==> src/rtl/sipo_pkg.sv <==
// Shared definitions for the serial-in parallel-out receiver.
package sipo_pkg;

  // Default word width of the link.
  localparam int SIPO_W = 4;

  // Output holding register: empty, or holding an unconsumed word.
  typedef enum logic {
    EMPTY = 1'b0,
    FULL  = 1'b1
  } state_e;

endpackage

==> src/rtl/sipo_deserializer_if.sv <==
// Serial input and parallel output bundle of the deserializer.
// Handshake: a word transfers on a rising clk edge where out_valid and
// out_ready are both high; out_valid/out_data are stable until then.
interface sipo_deserializer_if import sipo_pkg::*; #(
  parameter int N = SIPO_W
) ();

  logic         ser_in;
  logic         ser_en;
  logic         frame_sync;
  logic [N-1:0] out_data;
  logic         out_valid;
  logic         out_ready;
  logic         busy;
  logic         overrun;
  logic         ovr_sticky;
  logic         ovr_clr;

  // Producer of serial bits and consumer of words.
  modport master (
    output ser_in, ser_en, frame_sync, out_ready, ovr_clr,
    input  out_data, out_valid, busy, overrun, ovr_sticky
  );

  // The deserializer itself.
  modport slave (
    input  ser_in, ser_en, frame_sync, out_ready, ovr_clr,
    output out_data, out_valid, busy, overrun, ovr_sticky
  );

endinterface

==> src/rtl/sipo_bit_counter.sv <==
// Bit position counter: counts accepted serial bits, wraps after N-1,
// and can be restarted at 0 (or 1 if a bit is accepted in the same cycle).
module sipo_bit_counter #(
  parameter int N = 4
) (
  input  logic                 clk,
  input  logic                 rst_n,
  input  logic                 en,
  input  logic                 sync_clr,
  output logic [$clog2(N)-1:0] cnt,
  output logic                 tc,
  output logic                 busy
);

  localparam int CW = $clog2(N);

  logic [CW-1:0] cnt_d, cnt_q;
  logic          busy_d, busy_q;

  assign tc   = (cnt_q == CW'(N - 1));
  assign cnt  = cnt_q;
  assign busy = busy_q;

  // Next count: restart has priority, otherwise count accepted bits.
  always_comb begin
    cnt_d = cnt_q;
    if (sync_clr) begin
      cnt_d = en ? CW'(1) : '0;
    end else if (en) begin
      cnt_d = tc ? '0 : cnt_q + CW'(1);
    end
    busy_d = (cnt_d != '0);
  end

  // Counter and registered busy flag.
  always_ff @(posedge clk or negedge rst_n) begin
    if (!rst_n) begin
      cnt_q  <= '0;
      busy_q <= 1'b0;
    end else begin
      cnt_q  <= cnt_d;
      busy_q <= busy_d;
    end
  end

endmodule

==> src/rtl/sipo_deserializer.sv <==
// Serial-in parallel-out receiver: collects LSB-first bits into N-bit
// words and presents them on a one-deep valid/ready output register.
module sipo_deserializer import sipo_pkg::*; #(
  parameter int N = SIPO_W
) (
  input  logic                  clk,
  input  logic                  rst_n,
  sipo_deserializer_if.slave    bus,
  output state_e                dbg_state
);

  localparam int CW = $clog2(N);

  // Only the N-1 most recent bits are stored: the Nth bit of a word is
  // taken straight from ser_in in its completion cycle.
  logic [N-2:0]  sr_d, sr_q;
  logic [N-1:0]  data_d, data_q;
  logic [N-1:0]  cand_word;
  logic          ovr_d, ovr_q;
  logic          sticky_d, sticky_q;
  state_e        state_d, state_q;
  logic [CW-1:0] bit_cnt;
  logic          last_bit;
  logic          cnt_busy;
  logic          complete;

  sipo_bit_counter #(.N(N)) u_cnt (
    .clk      (clk),
    .rst_n    (rst_n),
    .en       (bus.ser_en),
    .sync_clr (bus.frame_sync),
    .cnt      (bit_cnt),
    .tc       (last_bit),
    .busy     (cnt_busy)
  );

  assign cand_word = {bus.ser_in, sr_q};
  // A resync in the completion cycle aborts the word.
  assign complete  = bus.ser_en && last_bit && !bus.frame_sync;

  // Shift register and output FSM next-state logic.
  always_comb begin
    sr_d     = sr_q;
    data_d   = data_q;
    state_d  = state_q;
    ovr_d    = 1'b0;
    sticky_d = sticky_q;

    if (bus.ser_en) begin
      sr_d = cand_word[N-1:1];
    end

    case (state_q)
      EMPTY: begin
        if (complete) begin
          data_d  = cand_word;
          state_d = FULL;
        end
      end
      FULL: begin
        if (complete && bus.out_ready) begin
          data_d = cand_word;
        end else if (complete) begin
          ovr_d = 1'b1;
        end else if (bus.out_ready) begin
          state_d = EMPTY;
        end
      end
      default: state_d = EMPTY;
    endcase

    // A new overrun wins over a simultaneous clear.
    if (ovr_d) begin
      sticky_d = 1'b1;
    end else if (bus.ovr_clr) begin
      sticky_d = 1'b0;
    end
  end

  // State registers.
  always_ff @(posedge clk or negedge rst_n) begin
    if (!rst_n) begin
      sr_q     <= '0;
      data_q   <= '0;
      state_q  <= EMPTY;
      ovr_q    <= 1'b0;
      sticky_q <= 1'b0;
    end else begin
      sr_q     <= sr_d;
      data_q   <= data_d;
      state_q  <= state_d;
      ovr_q    <= ovr_d;
      sticky_q <= sticky_d;
    end
  end

  assign bus.out_data   = data_q;
  assign bus.out_valid  = (state_q == FULL);
  assign bus.busy       = cnt_busy;
  assign bus.overrun    = ovr_q;
  assign bus.ovr_sticky = sticky_q;
  assign dbg_state      = state_q;

  // bit_cnt is only consumed through the counter's tc/busy outputs.
  logic unused_cnt;
  assign unused_cnt = ^bit_cnt;

endmodule

==> src/flat_wrapper.sv <==
// flat-port wrapper written by rule: the top's interface ports become plain ports
module sipo_deserializer_flat import sipo_pkg::*;
#(
  parameter int N = SIPO_W
)
  (clk, rst_n, dbg_state, bus_ser_in, bus_ser_en, bus_frame_sync, bus_out_ready, bus_ovr_clr, bus_out_data, bus_out_valid, bus_busy, bus_overrun, bus_ovr_sticky);
  sipo_deserializer_if #(.N(N)) bus_i ();
  input  logic clk;
  input  logic rst_n;
  output state_e dbg_state;
  input wire logic [$bits(bus_i.ser_in)-1:0] bus_ser_in;
  input wire logic [$bits(bus_i.ser_en)-1:0] bus_ser_en;
  input wire logic [$bits(bus_i.frame_sync)-1:0] bus_frame_sync;
  input wire logic [$bits(bus_i.out_ready)-1:0] bus_out_ready;
  input wire logic [$bits(bus_i.ovr_clr)-1:0] bus_ovr_clr;
  output wire logic [$bits(bus_i.out_data)-1:0] bus_out_data;
  output wire logic [$bits(bus_i.out_valid)-1:0] bus_out_valid;
  output wire logic [$bits(bus_i.busy)-1:0] bus_busy;
  output wire logic [$bits(bus_i.overrun)-1:0] bus_overrun;
  output wire logic [$bits(bus_i.ovr_sticky)-1:0] bus_ovr_sticky;
  assign bus_i.ser_in = bus_ser_in;
  assign bus_i.ser_en = bus_ser_en;
  assign bus_i.frame_sync = bus_frame_sync;
  assign bus_i.out_ready = bus_out_ready;
  assign bus_i.ovr_clr = bus_ovr_clr;
  assign bus_out_data = bus_i.out_data;
  assign bus_out_valid = bus_i.out_valid;
  assign bus_busy = bus_i.busy;
  assign bus_overrun = bus_i.overrun;
  assign bus_ovr_sticky = bus_i.ovr_sticky;
  sipo_deserializer #(.N(N)) u_core (.clk(clk), .rst_n(rst_n), .bus(bus_i), .dbg_state(dbg_state));
endmodule
==> config.mk <==
export PLATFORM = sky130hd
export DESIGN_NAME = sipo_deserializer_flat
export DESIGN_NICKNAME = d
export VERILOG_FILES = /design/src/rtl/sipo_pkg.sv /design/src/rtl/sipo_deserializer_if.sv /design/src/rtl/sipo_bit_counter.sv /design/src/rtl/sipo_deserializer.sv /design/src/flat_wrapper.sv
export SDC_FILE = /design/constraint.sdc
export NUM_CORES = 1
export LEC_CHECK = 0
export ABC_AREA = 1
export BUFFER_PORTS_ARGS = -buffer_cell sky130_fd_sc_hd__buf_4
export CAP_MARGIN = 20
export CORE_AREA = 4 4 41 43
export CTS_CLUSTER_DIAMETER = 100
export CTS_CLUSTER_SIZE = 10
export DETAILED_ROUTE_END_ITERATION = 10
export DIE_AREA = 0 0 45 47
export GPL_TIMING_DRIVEN = 0
export PLACE_DENSITY_LB_ADDON = 0.1
export SLEW_MARGIN = 20
export SYNTH_ARGS = -nofsm -noshare
export SYNTH_HDL_FRONTEND = slang
export SYNTH_HIERARCHICAL = 1
export SYNTH_SLANG_ARGS = --single-unit
export TNS_END_PERCENT = 20
==> constraint.sdc <==
create_clock -name clk -period 3.18 [get_ports clk]
set_clock_uncertainty 0.05 [all_clocks]
set_input_delay 0.159 -clock clk [delete_from_list [all_inputs] [get_ports clk]]
set_output_delay 0.159 -clock clk [all_outputs]
set_load 0.005 [all_outputs]
==> results of run 1 <==
-- power by group --
group | switching [mW] | internal (mW)
registers | 0.0133 | 0.191
clock network | 0.0532 | 0.0486
logic | 0.0360 | 0.0438
-- worst paths after layout --
path | slack, ns | to | cells past startpoint | from
worst min register to register | 0.42 | u_core/bus.out_data[3]$_DFFE_PN0P_ | 2 | u_core/bus.out_data[3]$_DFFE_PN0P_
worst max register to register | 2.03 | u_core/bus.out_data[2]$_DFFE_PN0P_ | 6 | u_core/u_cnt/cnt[0]$_DFF_PN0_
worst min-delay path | 0.08 | u_core/bus.out_data[3]$_DFFE_PN0P_ | 3 | bus_ser_in
min in group asynchronous | 0.21 | u_core/bus.out_data[1]$_DFFE_PN0P_ | 2 | rst_n
worst max-delay path | 2.03 | u_core/bus.out_data[2]$_DFFE_PN0P_ | 6 | u_core/u_cnt/cnt[0]$_DFF_PN0_
max in group asynchronous | 2.70 | u_core/u_cnt/cnt[1]$_DFF_PN0_ | 2 | rst_n
-- critical path: cells and delay by family, from the launching register on --
family / cells / cell delay (ns)
and+or+nand+nor: 5 / 0.43
adders and majority gates: 1 / 0.19
DFF: 1 / 0.37
-- Yosys cell counts (all sizes together) --
cell type / count
o21ai: 4
inv: 13
dfrtp: 13
ha: 1
buf: 1
a21oi: 1
nand3: 4
nor2: 5
nand2: 22
-- cell usage in the layout (no fill, tap or decap) --
master | Yosys | routed
sky130_fd_sc_hd__nor2_4 | 1 | 1
sky130_fd_sc_hd__nor2_1 | 3 | 3
sky130_fd_sc_hd__dfrtp_1 | 13 | 13
sky130_fd_sc_hd__o21ai_0 | 3 | 3
sky130_fd_sc_hd__inv_1 | 12 | 12
sky130_fd_sc_hd__a21oi_1 | 1 | 1
sky130_fd_sc_hd__clkbuf_1 | 0 | 1
sky130_fd_sc_hd__nor2_2 | 1 | 1
sky130_fd_sc_hd__nand2_1 | 19 | 19
sky130_fd_sc_hd__dlygate4sd3_1 | 0 | 2
sky130_fd_sc_hd__buf_4 | 1 | 16
sky130_fd_sc_hd__ha_1 | 1 | 1
sky130_fd_sc_hd__clkbuf_4 | 0 | 3
sky130_fd_sc_hd__o21ai_2 | 1 | 1
sky130_fd_sc_hd__nand2_4 | 1 | 1
sky130_fd_sc_hd__inv_2 | 1 | 1
sky130_fd_sc_hd__nand2_2 | 2 | 2
sky130_fd_sc_hd__nand3_1 | 4 | 4
-- final cells by class --
cell class                      instances  area [um2]
Multi-Input combinational cell         37         185
Clock buffer                            4        26.3
Timing Repair Buffer                   17         133
Fill cell                             128         557
Inverter                               13        48.8
Buffer                                  1        7.51
Tap cell                               15        18.8
Sequential cell                        13         325
-- what timing repair did --
item / in CTS / in global routing
hold endpoints to repair: 14 / 0
setup endpoints to repair: 0 / 0
gates resized for setup: 0 / 0
hold buffers: 2 / 0
-- per-layer routing --
| metal | GRT usage (%) | share of wire, % |
|---|---|---|
| met1 | 13.1 | 43 |
| met2 | 17.8 | 50 |
| met3 | 3.83 | 6.2 |
| met4 | 8.77 | 0.99 |
| met5 | 0 | 0 |
-- logic make-up (layout without fill, tap and decap cells) --
kind of cell	count (synthesis)	after routing	share of synthesized area, %
buf+inv	14	35	9.93
flops	13	13	57.4
fa+ha+maj	1	1	2.21
simple gates	31	31	25.4
compound gates	5	5	5.08
-- flip-flops by register name (all words and copies together) (netlist names) --
| register | flops |
|---|---|
| u_core/bus.overrun | 1 |
| u_core/u_cnt/cnt | 2 |
| u_core/u_cnt/busy | 1 |
| u_core/bus.ovr_sticky | 1 |
| u_core/sr_q | 3 |
| u_core/bus.out_valid | 1 |
| u_core/bus.out_data | 4 |
==> metrics.txt, run 1 <==
result of the run=completed; via total after detailed routing=438; number of hold violations in the final report=0; Core Footprint=0.00130 mm2; final std cells w/o fill=100; detailed placer's ending HPWL=722 um; synthesis-stage register bit count=13; cell total after placement=94; starting density of the core=43.6%; Port Buffer Count=15; drc violations=0; Setup violations, final=0; Skew-Pair Late Insertion Delay=0.27 ns; TritonCTS clock tree=done; signal arrival time at the worst endpoint=1.27 ns; layout net count=94; library cell occupying the most area in the post-synthesis netlist=sky130_fd_sc_hd__dfrtp_1; Total Routed Length=1010 um; power per unit of standard cell area=518 mW/mm2; number of antenna violations at the first check in global routing=0; number of nets in the synthesized netlist=72; sequential fraction of the synthesis area=57.4%; Syn Inst Count=64; total of warnings raised by yosys=6; # Max-Cap Violations=0; proportion of layout cells with a drive suffix above 1=30.6%; worst supply voltage drop on vdd=0.252 mV; share of the clock period used by the worst path after layout=36.1%; worst stage delay on the critical path=0.37 ns; fraction of synthesized cell area taken by the top area cell type=57.4%; DIE AREA=0.00212 mm2; Fmax achieved=871 MHz; critical path, cell by cell=ha_1 > nand2_2 > nor2_4 > nand2_4 > nand2_1 > nand2_1; worst slack, placed=2.04 ns; htree depth=1; largest net degree at the start of global routing=14; unrepaired setup endpoints after global routing=false; area overhead of the layout relative to synthesis=31.3%; Yosys cell types=15; clock buffers created by TritonCTS=3; worst setup path category=reg -> reg; Hold Crit Class=in -> reg; Routed wire per std cell=10.1 um; RD Place Congestion=0.752; min cycle time layout=1.15 ns; Die Span Y=47 um; I/O pin count=16; overall die width=45 um; Overall Power=385 uW; final hold slack=0.0768 ns; drt first pass iters=4; LEAKAGE=0.430 nW; accumulated negative setup slack=0 ns; row cnt=13; master cell of the clock root buffer=sky130_fd_sc_hd__clkbuf_4; transition time at the pin with the least slew margin=0.267 ns; first-iteration detailed-routing DRC count=10; vias per std cell=4.38; most frequent cell on the critical path=sky130_fd_sc_hd__nand2_1; antenna diode count=0; sinks on the clock net=13; critical-path cell with the highest stage delay=sky130_fd_sc_hd__dfrtp_1; vias in the first global route=392; top post-synthesis cells by area=sky130_fd_sc_hd__dfrtp_1, sky130_fd_sc_hd__nand2_1, sky130_fd_sc_hd__inv_1, sky130_fd_sc_hd__nand3_1, sky130_fd_sc_hd__o21ai_0; cell area after technology mapping=567 um2; max-slew violation total from the final report=0; Placed Instance Area=698 um2; gr usage total=11.5%; post-synthesis average cell area=8.86 um2; final design area excluding fillers=744 um2; worst-case setup margin in the final layout=2.03 ns; buffer count from post-CTS setup fixing=0; normalized max-slew margin=82.1%; critical path capture point type=flop; count of antenna-violating nets left after detailed routing=0; buffer depth of the longest clock path=2; Max Fanout on Critical Path=6; Overflow after GRT=0; Critical Path Source Type=flop; fin util=57.2%; CP required=3.30 ns; global-route wire length before repair=1640 um; clock input transition at the sequential cells of the worst setup and hold paths=0.08 ns
Note: power is estimated with default switching activity, not from simulation.
==> run 2: changes to the inputs <==
--- a/config.mk
+++ b/config.mk
@@ -8,11 +8,11 @@
 export ABC_AREA = 1
 export BUFFER_PORTS_ARGS = -buffer_cell sky130_fd_sc_hd__buf_4
 export CAP_MARGIN = 20
-export CORE_AREA = 4 4 41 43
+export CORE_MARGIN = 4
+export CORE_UTILIZATION = 43
 export CTS_CLUSTER_DIAMETER = 100
 export CTS_CLUSTER_SIZE = 10
 export DETAILED_ROUTE_END_ITERATION = 10
-export DIE_AREA = 0 0 45 47
 export GPL_TIMING_DRIVEN = 0
 export PLACE_DENSITY_LB_ADDON = 0.1
 export SLEW_MARGIN = 20
==> constraint.sdc (replaced) <==
create_clock -name clk -period 1 [get_ports clk]
set_clock_uncertainty 0.05 [all_clocks]
set_input_delay 0.05 -clock clk [delete_from_list [all_inputs] [get_ports clk]]
set_output_delay 0.05 -clock clk [all_outputs]
set_load 0.005 [all_outputs]
==> run 2 against run 1 <==
Compared with the run above: the flow now finishes with violations (negative setup slack); global-route usage hardly changed; cell count grew 4.0%; register-to-register slack worse by 2.1 ns; flip-flop and latch count stayed put; via count rose by 6.4%; utilization increased by 12 points; combinational power grew to 3.6 times the previous value; highest routed layer unchanged; cell area is 9.4% higher.
==> metrics.txt, run 2 (synthesis results as in run 1) <==
Die Span Y=44.3 um; most frequent cell on the critical path=sky130_fd_sc_hd__nand2_1; largest net degree at the start of global routing=14; drc violations=0; result of the run=complete, but fails checks; critical-path cell with the highest stage delay=sky130_fd_sc_hd__dfrtp_1; power per unit of standard cell area=1550 mW/mm2; sinks on the clock net=13; share of the clock period used by the worst path after layout=112%; proportion of layout cells with a drive suffix above 1=33.3%; accumulated negative setup slack=-0.815 ns; cell total after placement=93; Core Footprint=0.00117 mm2; worst-case setup margin in the final layout=-0.118 ns; critical path, cell by cell=ha_4 > buf_4 > inv_1 > nand2_1 > nand2_1 > nand2_2 > nand2_1; number of hold violations in the final report=0; antenna diode count=0; critical path capture point type=flop; drt first pass iters=4; clock input transition at the sequential cells of the worst setup and hold paths=0.07 ns; worst slack, placed=-0.124 ns; most frequent cells in the layout=sky130_fd_sc_hd__nand2_1, sky130_fd_sc_hd__buf_4, sky130_fd_sc_hd__dfrtp_1; via total after detailed routing=466; buffer depth of the longest clock path=2; depth of the worst hold-timing path=4; vias in the first global route=372; I/O pin count=16; max-slew violation total from the final report=0; setup slack of the worst register-to-register path=-0.12 ns; TritonCTS clock tree=done; FF-to-FF Start=u_core/u_cnt/cnt[0]$_DFF_PN0_; layout net count=99; worst setup path category=reg -> reg; area overhead of the layout relative to synthesis=43.7%; final hold slack=0.0443 ns; detailed placer's ending HPWL=695 um; signal arrival time at the worst endpoint=1.28 ns; number of flip-flops in the largest register=4; Critical Path Source Type=flop; worst supply voltage drop on vdd=1.30 mV; # Max-Cap Violations=0; number of buffers and inverters on the critical path=2; Hold Crit Class=in -> reg; Max Fanout on Critical Path=3; overall die width=44.3 um; clock buffers created by TritonCTS=3; starting density of the core=48.4%; row cnt=12; Routed wire per std cell=10.3 um; Placed Instance Area=697 um2; CP required=1.16 ns; Skew-Pair Late Insertion Delay=0.27 ns; htree depth=1; number of fill cells=95; r2r endpoint=u_core/u_cnt/busy$_DFF_PN0_; worst stage delay on the critical path=0.42 ns; largest delay contributor family on the critical path=flip-flops; violated checks=negative setup slack; most frequent standard cell in the layout excluding fill and tap cells=sky130_fd_sc_hd__nand2_1; first-iteration detailed-routing DRC count=3; Fmax achieved=895 MHz; Total Routed Length=1070 um; vias per std cell=4.48; worst hold start=bus_frame_sync; transition time at the pin with the least slew margin=0.264 ns; min cycle time layout=1.12 ns; global-route wire length before repair=1630 um; FF/Latch Area=325 um2; count of antenna-violating nets left after detailed routing=0; final std cells w/o fill=104; gr usage total=11.5%; Port Buffer Count=15; hold endpoint=u_core/u_cnt/cnt[1]$_DFF_PN0_; Setup violations, final=9; Overflow after GRT=0; normalized max-slew margin=82.4%; DIE AREA=0.00196 mm2; RD Place Congestion=0.681; length in cells of the worst reg-to-reg path=7; number of antenna violations at the first check in global routing=0; area occupied by multi-input gates=205 um2; LEAKAGE=0.459 nW; master cell of the clock root buffer=sky130_fd_sc_hd__clkbuf_4; final design area excluding fillers=815 um2; unrepaired setup endpoints after global routing=true
==> run 2: changes by cell type in the layout (fill, tap and decap cells not counted), sizes merged <==
cell | before | now
buf | 16 | 17
dlygate4sd3 | 2 | 6
==> run 2: worst reg2reg max path, cell delays in order, from the launching register on <==
cell,delay [ns]
sky130_fd_sc_hd__dfrtp_1,0.42
sky130_fd_sc_hd__ha_4,0.18
sky130_fd_sc_hd__buf_4,0.12
sky130_fd_sc_hd__inv_1,0.05
sky130_fd_sc_hd__nand2_1,0.05
sky130_fd_sc_hd__nand2_1,0.07
sky130_fd_sc_hd__nand2_2,0.05
sky130_fd_sc_hd__nand2_1,0.06
==> run 2: metrics by stage <==
step / power (mW) / utilization, %
after floorplan: 0.760 / -
after global placement: 0.905 / 59.5
after detailed placement: 0.913 / 59.5
after CTS: 1.26 / 67.4
after global routing: 1.33 / 69.6
final: 1.27 / 69.6
==> run 2: final cells by class <==
| class | count | share of cell area [%] |
|---|---|---|
| well taps | 14 | 2.15 |
| inverters | 13 | 5.99 |
| clock buffers | 4 | 3.23 |
| plain buffers | 1 | 0.922 |
| flip-flops and latches | 13 | 39.9 |
| multi-input cells | 37 | 25.2 |
| repair buffers | 22 | 22.6 |
==> run 2: worst max path at each step <==
| stage | to | cells after the start | startpoint |
|---|---|---|---|
| finish | u_core/u_cnt/busy$_DFF_PN0_ | 7 | u_core/u_cnt/cnt[0]$_DFF_PN0_ |
| global route | u_core/bus.out_data[2]$_DFFE_PN0P_ | 6 | u_core/u_cnt/cnt[0]$_DFF_PN0_ |
| CTS | u_core/bus.out_data[1]$_DFFE_PN0P_ | 6 | u_core/u_cnt/cnt[1]$_DFF_PN0_ |
| detailed placement | u_core/bus.out_data[1]$_DFFE_PN0P_ | 6 | u_core/u_cnt/cnt[0]$_DFF_PN0_ |
| global placement | u_core/bus.out_data[2]$_DFFE_PN0P_ | 6 | u_core/u_cnt/cnt[0]$_DFF_PN0_ |
| floorplan | u_core/bus.out_data[0]$_DFFE_PN0P_ | 6 | u_core/u_cnt/cnt[0]$_DFF_PN0_ |
==> run 2: where the power goes <==
group / switching, mW / internal (mW) / total [mW]
combinational: 0.125 / 0.164 / 0.289
clock: 0.168 / 0.155 / 0.323
sequential: 0.0474 / 0.606 / 0.653
total: 0.341 / 0.924 / 1.27
==> run 2: what timing repair did <==
| item | 4_1_cts | 5_1_grt |
|---|---|---|
| pin swaps | 3 | 1 |
| hold buffers | 5 | 1 |
| buffers inserted | 0 | 1 |
| gates cloned | 0 | 0 |
| hold endpoints to repair | 19 | 1 |
| resized for setup | 4 | 2 |
| setup endpoints to repair | 9 | 10 |
==> run 2: per-layer routing <==
layer	vias to the layer above	wire, um	GRT usage [%]	share of wire, %
li1	244	-	-	-
met2	14	501	16.0	47
met3	2	85	6.10	8.0
met5	-	0	0	0
met4	0	10	3.61	0.94
met1	206	469	15.3	44
==> run 3: changes to the inputs <==
==> constraint.sdc (replaced) <==
create_clock -name clk -period 1 [get_ports clk]
set_clock_uncertainty 0.05 [all_clocks]
set_input_delay 0.3 -clock clk [delete_from_list [all_inputs] [get_ports clk]]
set_output_delay 0.3 -clock clk [all_outputs]
set_load 0.005 [all_outputs]
==> run 3 against run 2 <==
Compared with the run above: the flow still finishes with violations (negative setup slack); register-to-register slack about the same; via count shrank 2.1%; flip-flop and latch count unchanged; setup slack worse by 0.13 ns; non-clock buffer count shrank 5; sequential power rose by 2%; routed wire length fell by 6.6%; global-route usage is 0.51 points lower; combinational power grew 7%; maximum frequency decreased by 11%; cell count fell by 4.8%; critical path type is now reg -> out; largest power group unchanged.
==> metrics.txt, run 3 (synthesis results as in run 1) <==
number of hold violations in the final report=0; Setup violations, final=16; number of fill cells=109; transition time at the pin with the least slew margin=0.190 ns; Reg power frac=51.4%; critical path capture point type=output pin; area overhead of the layout relative to synthesis=41.5%; number of flip-flops in the largest register=4; cell total after placement=93; Fmax achieved=799 MHz; gr usage total=11.0%; vias in the first global route=367; max-slew violation total from the final report=0; Core Footprint=0.00117 mm2; count of antenna-violating nets left after detailed routing=0; FF-to-FF Start=u_core/u_cnt/cnt[0]$_DFF_PN0_; Critical Path Source Type=flop; normalized max-slew margin=87.3%; critical path, cell by cell=buf_6 > buf_6; Routed wire per std cell=10.1 um; internal power contribution=946 uW; largest net degree at the start of global routing=14; drt first pass iters=4; most frequent cell on the critical path=sky130_fd_sc_hd__buf_6; CP required=0.65 ns; critical-path cell with the highest stage delay=sky130_fd_sc_hd__dfrtp_1; layout net count=94; worst setup path category=reg -> out; detailed placer's ending HPWL=695 um; master cell of the clock root buffer=sky130_fd_sc_hd__clkbuf_4; combinational share of power=23.9%; Net Switching=343 uW; Total Routed Length=997 um; RD Place Congestion=0.681; proportion of layout cells with a drive suffix above 1=36.5%; Overflow after GRT=0; result of the run=complete, but fails checks; LEAKAGE=0.455 nW; TritonCTS clock tree=done; worst supply voltage drop on vdd=1.24 mV; htree depth=1; most frequent standard cell in the layout excluding fill and tap cells=sky130_fd_sc_hd__nand2_1; power per unit of standard cell area=1610 mW/mm2; overall die width=44.3 um; drc violations=0; switching power share of the total=26.6%; I/O pin count=16; clock buffers created by TritonCTS=3; final design area excluding fillers=802 um2; Skew-Pair Late Insertion Delay=0.27 ns; Clock Power Share=24.7%; first-iteration detailed-routing DRC count=2; starting density of the core=48.4%; Placed Instance Area=697 um2; signal arrival time at the worst endpoint=0.90 ns; Port Buffer Count=15; setup slack of the worst register-to-register path=-0.11 ns; length in cells of the worst reg-to-reg path=6; Max Fanout on Critical Path=3; antenna diode count=0; violated checks=negative setup slack; sinks on the clock net=13; worst-case setup margin in the final layout=-0.251 ns; number of antenna violations at the first check in global routing=0; final std cells w/o fill=99; most frequent cells in the layout=sky130_fd_sc_hd__nand2_1, sky130_fd_sc_hd__dfrtp_1, sky130_fd_sc_hd__inv_1; Die Span Y=44.3 um; min cycle time layout=1.25 ns; via total after detailed routing=456; buffer depth of the longest clock path=2; # Max-Cap Violations=0; worst stage delay on the critical path=0.41 ns; Hold Crit Class=in -> reg; DIE AREA=0.00196 mm2; origin of the worst setup path=u_core/bus.out_valid$_DFF_PN0_; vias per std cell=4.61; r2r endpoint=u_core/bus.out_data[1]$_DFFE_PN0P_; capturing element of the worst setup path=dbg_state; share of the clock period used by the worst path after layout=125%; clock input transition at the sequential cells of the worst setup and hold paths=0.08 ns; unrepaired setup endpoints after global routing=true; row cnt=12; global-route wire length before repair=1560 um
[run 3: area by class of cell]
cell class	instances	area (um2)	area share, %
timing repair buffer	17	160	20.0
clock buffer	4	26.3	3.28
buffer	1	11.3	1.40
sequential	13	325	40.6
inverter	13	48.8	6.08
multi-input combinational	37	213	26.5
tap	14	17.5	2.18
[run 3: power groups by stage]
stage          Combinational, mW  Clock [mW]  Sequential (mW)
5_1_grt                    0.339       0.350            0.674
3_3_place_gp               0.248           0            0.657
6_report                   0.308       0.318            0.663
3_5_place_dp               0.254           0            0.659
2_1_floorplan             0.0987           0            0.662
4_1_cts                    0.307       0.330            0.664
[run 3: how the worst min path moves through the flow]
stage,startpoint,to,slack (ns),depth (start not counted)
6_report,bus_ovr_clr,u_core/bus.ovr_sticky$_DFFE_PN0P_,0.14,2
5_1_grt,bus_ovr_clr,u_core/bus.ovr_sticky$_DFFE_PN0P_,0.12,2
4_1_cts,bus_ovr_clr,u_core/bus.ovr_sticky$_DFFE_PN0P_,0.13,2
3_5_place_dp,rst_n,u_core/bus.out_valid$_DFF_PN0_,0.10,1
3_3_place_gp,rst_n,u_core/bus.out_data[0]$_DFFE_PN0P_,0.10,1
2_1_floorplan,rst_n,u_core/bus.out_data[0]$_DFFE_PN0P_,-0.05,0
[run 3: stage by stage]
step	utilization, %	power (mW)	setup TNS (ns)	hold slack, ns	setup WS (ns)
finish	68.5	1.29	-1.86	0.137	-0.251
detailed placement	59.5	0.913	-0.723	0.103	-0.124
global placement	59.5	0.905	-0.690	0.104	-0.121
floorplan	-	0.760	-0.211	-0.0456	-0.0473
CTS	67.6	1.30	-1.98	0.131	-0.257
global route	68.5	1.36	-2.71	0.122	-0.288
[run 3: timing repair]
action,CTS,global route
setup buffers,1,0
endpoints found under the hold margin,13,0
pin swaps,3,0
endpoints found under the setup margin,17,19
resized for setup,14,2
hold buffers,1,0
[run 3: routing by layer]
| metal | routed length (um) | track usage (%) |
|---|---|---|
| met4 | 10 | 3.61 |
| met2 | 459 | 15.1 |
| met5 | 0 | 0 |
| met3 | 75 | 6.50 |
| met1 | 451 | 14.3 |
[run 3: critical path: cells and delay by family (launching register included)]
family   cells  cell delay (ns)
flops        1             0.41
buf+inv      2             0.22
